--- src/rtl/clock_divider_prog.sv ---
// clock_divider_prog: runtime-programmable divider with duty control and tick.
// Define CLKDIV_PHASE_OUT_EN to expose the registered counter as `phase`.
module clock_divider_prog #(
    parameter int CNT_WIDTH      = 32,
    parameter int PERIOD_DEFAULT = 50000,
    parameter int HIGH_DEFAULT   = 25000
) (
    input  logic                 clk_in,
    input  logic                 rst_n,
    input  logic                 en,
    input  logic [CNT_WIDTH-1:0] period_in,
    input  logic [CNT_WIDTH-1:0] high_in,
    input  logic                 load,
    output logic                 load_ack,
    output logic                 divclk,
    output logic                 tick
`ifdef CLKDIV_PHASE_OUT_EN
    ,
    output logic [CNT_WIDTH-1:0] phase
`endif
);

    localparam logic [CNT_WIDTH-1:0] PER_RST  = CNT_WIDTH'(PERIOD_DEFAULT);
    localparam logic [CNT_WIDTH-1:0] HIGH_RST = CNT_WIDTH'(HIGH_DEFAULT);
    localparam logic [CNT_WIDTH-1:0] MIN_PER  = CNT_WIDTH'(2);
    localparam logic [CNT_WIDTH-1:0] ONE      = CNT_WIDTH'(1);

    logic [CNT_WIDTH-1:0] cnt;
    logic [CNT_WIDTH-1:0] per_a;
    logic [CNT_WIDTH-1:0] high_a;
    logic [CNT_WIDTH-1:0] per_s;
    logic [CNT_WIDTH-1:0] high_s;
    logic                 pending;

    logic [CNT_WIDTH-1:0] per_c;
    logic [CNT_WIDTH-1:0] high_c;
    logic                 wrap;
    logic                 apply;

    always_comb begin
        per_c  = (period_in < MIN_PER) ? MIN_PER : period_in;
        high_c = (high_in > per_c) ? per_c : high_in;
    end

    // Settings only change at a period boundary or while idle: no runt pulses.
    always_comb begin
        wrap  = en && (cnt == per_a - ONE);
        apply = !en || wrap;
    end

    always_ff @(posedge clk_in) begin
        if (!rst_n) begin
            cnt      <= '0;
            per_a    <= PER_RST;
            high_a   <= HIGH_RST;
            per_s    <= PER_RST;
            high_s   <= HIGH_RST;
            pending  <= 1'b0;
            divclk   <= 1'b0;
            tick     <= 1'b0;
            load_ack <= 1'b0;
        end else begin
            load_ack <= 1'b0;
            if (en) begin
                divclk <= (cnt < high_a);
                tick   <= wrap;
                cnt    <= wrap ? '0 : cnt + ONE;
            end else begin
                divclk <= 1'b0;
                tick   <= 1'b0;
                cnt    <= '0;
            end
            if (apply && load) begin
                per_a    <= per_c;
                high_a   <= high_c;
                pending  <= 1'b0;
                load_ack <= 1'b1;
            end else if (apply && pending) begin
                per_a    <= per_s;
                high_a   <= high_s;
                pending  <= 1'b0;
                load_ack <= 1'b1;
            end else if (load) begin
                per_s   <= per_c;
                high_s  <= high_c;
                pending <= 1'b1;
            end
        end
    end

`ifdef CLKDIV_PHASE_OUT_EN
    always_ff @(posedge clk_in) begin
        if (!rst_n) begin
            phase <= '0;
        end else begin
            phase <= en ? cnt : '0;
        end
    end
`endif

endmodule
--- config.mk ---
export PLATFORM = sky130hd
export DESIGN_NAME = clock_divider_prog
export DESIGN_NICKNAME = d
export VERILOG_FILES = /design/src/rtl/clock_divider_prog.sv
export SDC_FILE = /design/constraint.sdc
export NUM_CORES = 1
export LEC_CHECK = 0
export ABC_AREA = 1
export CORE_ASPECT_RATIO = 1.2
export CORE_UTILIZATION = 45
export DETAILED_ROUTE_END_ITERATION = 8
export PLACE_DENSITY = 0.63
export SLEW_MARGIN = 20
export SYNTH_ARGS = -nofsm -noshare
export SYNTH_HDL_FRONTEND = slang
export SYNTH_SLANG_ARGS = --single-unit
--- constraint.sdc ---
create_clock -name clk_in -period 2.65 [get_ports clk_in]
set_input_delay 0.265 -clock clk_in [delete_from_list [all_inputs] [get_ports clk_in]]
set_output_delay 0.265 -clock clk_in [all_outputs]
set_load 0.02 [all_outputs]
==> impl_results.md <==
- Status: complete, but fails checks
- Failing checks: setup timing
- Initial antenna violation count: 2
- Clock root buffer: clkbuf_16
- Fraction of layout cells with a size suffix above 1: approximately 23%
- First-pass GRT wire length: approximately 60000 microns
- Final Hold Vio Count: 0
- Fill cells: ~2100
- Core ar.: approximately 0.023 sq mm
- WL per Instance: 16.8 microns
- Hold path cells: 3
- CP delay by family, top: simple AND/OR/NAND/NOR gates
- Cts bufs inserted: 17
- Critical path depth: 19
- Syn_nets: about 1900
- Cell mode on critical path: nand2_1
- Critical path class: reg -> reg
- CP max stage cell: dfxtp_2
- CP Buf/Inv Count: 4
- Worst VDD drop: 0.467 mV
- FF+latch count, synth: roughly 160
- H-Tree Depth: 4
- Area fraction of the dominant cell type after synthesis: 30.4%
- WP data required: around 3.0 ns
- Reg2Reg Depth: 19
- Primary FF master, synth: dfxtp_1
- GRT Total Usage: a little under a third
- Worst Setup SP: per_a[1]
- Drt pass-1 iters: 5
- Min setup slack post-route: -0.0510 ns
- Pwr Total: approximately 0.0074 W
- Synthesized cell area: ~0.011 sq mm
- Met3 routed WL: between 2000 and 2500 microns
- Initial detailed-routing violation count: approximately 1100
- Top Metal Used: met5
- Final Critical Period: 2.70 ns
- CTS tree: built
- Fmax: between 0.3 and 0.4 GHz
- P&R area growth vs syn: 41.6%
- Die ar.: between 0.02 and 0.025 sq mm
- WL met2: ~19000 microns
- Non-Filler Instances: 2316
- Io pins: 71
- HP Class: in -> reg
- Fin nets: ~2100
- HP Start: rst_n
- Num rows: a little over 60
- Worst Setup Start Kind: flop
- Post-synth EDFFs: 0
- Post-synthesis cell count: roughly 1700
- Met1 wire length: 16400 microns
- Starting Density: about 46%
- Clock latency on the worst-skew pair: ~0.45 ns
- Pwr/cell area: around 490 mW/mm^2
- Synth warnings: 0
- Largest net degree at the start of global routing: 61
- Max Slew Vio Count: 0
- Synth area leader: dfxtp_1
- Setup TNS: -1.52 ns
- Worst-path clk slew: around 0.07 ns
- RSZ-0062 raised after global routing: true
- Count of different cell masters after synthesis: 41
- Count of final setup violators: 78
- Routed Wire Length: a little under 40000 microns
- Clk buf depth: 2
- Worst r2r dst: high_a[31]
- Ranking of synthesized cells by area: dfxtp_1 (30%), nand2_1 (15%), nor2_1 (8.6%)
- Vias per Instance: 5.30
- Hpwl dp: approximately 26000 microns
- Crit-path max FO: 17
- Max-Cap Viols: 0
- Vias: 12274
- Mean Syn Cell Area: between 6 and 7 sq um
- Chip Height: 172 microns
- Post-DRT Antenna Nets: 0
- Vias in the first global route: 11492
- Input/output buffers: 70
- Placement-stage cell area: ~0.013 sq mm
- Fin crit share: 102%
- Asr flop ratio synth: 0%
- R2r startpoint: per_a[1]
- CTS Sinks: around 160
- Overflow after GRT: 0
- Crit path DAT: a little over 3 ns
- Sequential share of the synthesized area: about 30%
- Final estimated routing congestion in global placement: between 0.9 and 1
- Slack of the worst reg-to-reg path: -0.05 ns
- Critical Path End: high_a[31]
- Setup Skew: roughly 0.0078 ns
- Die Width: about 140 microns
- Final instance area: between 0.015 and 0.02 sq mm
- Headroom to the max-slew limit: 60.3%
- Worst path max stage delay: between 0.3 and 0.4 ns
- Worst Tran Pin Value: approximately 0.59 ns
- CP Capture Type: flop
- Dpl cells: 2250
- Leakage dissipation: 7.30 nW
- Critical-path cell list: buf_4 -> nor2_4 -> nand2_2 -> nor2_4 -> buf_6 -> nand3_2 -> nand2_1 -> nand2_1 -> nand2_1 -> nand2_1 -> nor2_1 -> nand2_1 -> nor2_2 -> nand3_2 -> buf_6 -> a21oi_4 -> buf_6 -> o21ai_0 -> nor2_1
- # DRC: 0
report_power, final:
group	total, W	internal, W	switching [W]
combinational	0.00200	0.000884	0.00112
clock	0.00271	0.00160	0.00111
sequential	0.00272	0.00262	0.000104
worst min path at each step:
stage	slack, ns	endpoint
after global placement	0.43	per_s[14]
after detailed placement	0.44	per_s[8]
final	0.13	per_a[18]
after floorplan	0.41	tick
after CTS	0.10	per_a[18]
after global routing	0.13	per_a[18]
layout by cell type, fill, tap and decap left out, drive strengths merged, types with 2 or more instances in the layout:
master | Yosys | final
clkinv | 1 | 7
nor3 | 22 | 22
nand4 | 29 | 29
nor2 | 254 | 254
and3 | 2 | 2
or2 | 7 | 7
a211oi | 4 | 4
nand2 | 432 | 432
ha | 65 | 65
nand3 | 124 | 124
xnor2 | 10 | 10
clkdlybuf4s15 | 0 | 9
clkinvlp | 0 | 2
clkdlybuf4s50 | 0 | 37
dlygate4sd2 | 0 | 7
inv | 235 | 235
o21a | 4 | 4
o221ai | 2 | 2
buf | 36 | 251
dfxtp | 164 | 164
nor3b | 8 | 8
o211ai | 29 | 29
a21oi | 137 | 137
nor4 | 10 | 10
nand3b | 10 | 10
clkbuf | 38 | 33
o21ai | 66 | 66
xor2 | 29 | 29
bufinv | 0 | 4
routing by layer:
| metal | GRT usage (%) | vias to the layer above |
|---|---|---|
| li1 | - | 6062 |
| met4 | 12.6 | 2 |
| met2 | 54.8 | 420 |
| met1 | 39.4 | 5705 |
| met3 | 4.62 | 85 |
| met5 | 0 | - |
synth_stat cells (4+ instances only):
master,number
clkbuf_1,38
inv_2,5
a21oi_1,136
nor3_1,22
nand2_1,428
nor2_2,4
o21a_1,4
o21ai_0,58
nor4_1,10
nand2_2,4
buf_2,23
inv_1,230
ha_1,65
or2_2,7
nor3b_1,8
nor2_1,249
nand3_1,123
xor2_1,29
nand3b_1,10
o21ai_1,8
o211ai_1,29
buf_4,4
a211oi_1,4
nand4_1,29
buf_1,6
xnor2_1,10
dfxtp_1,164
registers in the layout, indices dropped and copies added (netlist names):
name	cells
tick	1
load_ack	1
divclk	1
per_s	32
per_a	32
high_a	32
high_s	32
pending	1
cnt	32
cell type report:
cell class / count / area [sq um] / share of cell area [%]
multi-input cells: 1251 / 7110 / 46.5
flip-flops and latches: 164 / 3300 / 21.6
repair buffers: 317 / 2980 / 19.5
inverters: 236 / 886 / 5.79
clock buffers: 20 / 447 / 2.92
well taps: 315 / 394 / 2.58
clock inverters: 12 / 180 / 1.18
diodes: 1 / 2.50 / 0.0163
timing repair:
| action | 4_1_cts | 5_1_grt |
|---|---|---|
| endpoints found under the setup margin | 162 | 162 |
| gates resized for setup | 177 | 137 |
| setup buffers | 21 | 7 |
| hold buffers | 0 | 0 |
| pin swaps | 42 | 69 |
| gates cloned | 10 | 4 |
worst register-to-register path, delay by kind of cell, from the launching register on:
kind                   cells  cell delay, ns
AND/OR/NAND/NOR           13            1.36
buffers and inverters      4            0.66
AO/OA/AOI/OAI              2            0.26
flip-flops                 1            0.33
kinds of logic (layout without fill, tap and decap cells):
family,after synthesis,in the layout,synth area share (%)
buffers and inverters,310,585,11.4
adders and majority gates,65,65,7.52
other,0,1,0
xor gates and xnor gates,39,39,3.16
and+or+nand+nor,900,900,35.1
AOI/OAI and AO/OA,247,247,12.5
DFF,164,164,30.4
through the flow:
step / setup WS, ns / utilization (%) / hold WS [ns]
2_1_floorplan: 0.0591 / - / 0.407
3_3_place_gp: -1.11 / 57.1 / 0.432
3_5_place_dp: -1.12 / 57.1 / 0.437
4_1_cts: -0.0468 / 63.4 / 0.101
5_1_grt: -0.195 / 65.5 / 0.133
6_report: -0.0510 / 65.5 / 0.125
(Power assumes the default switching activity.)
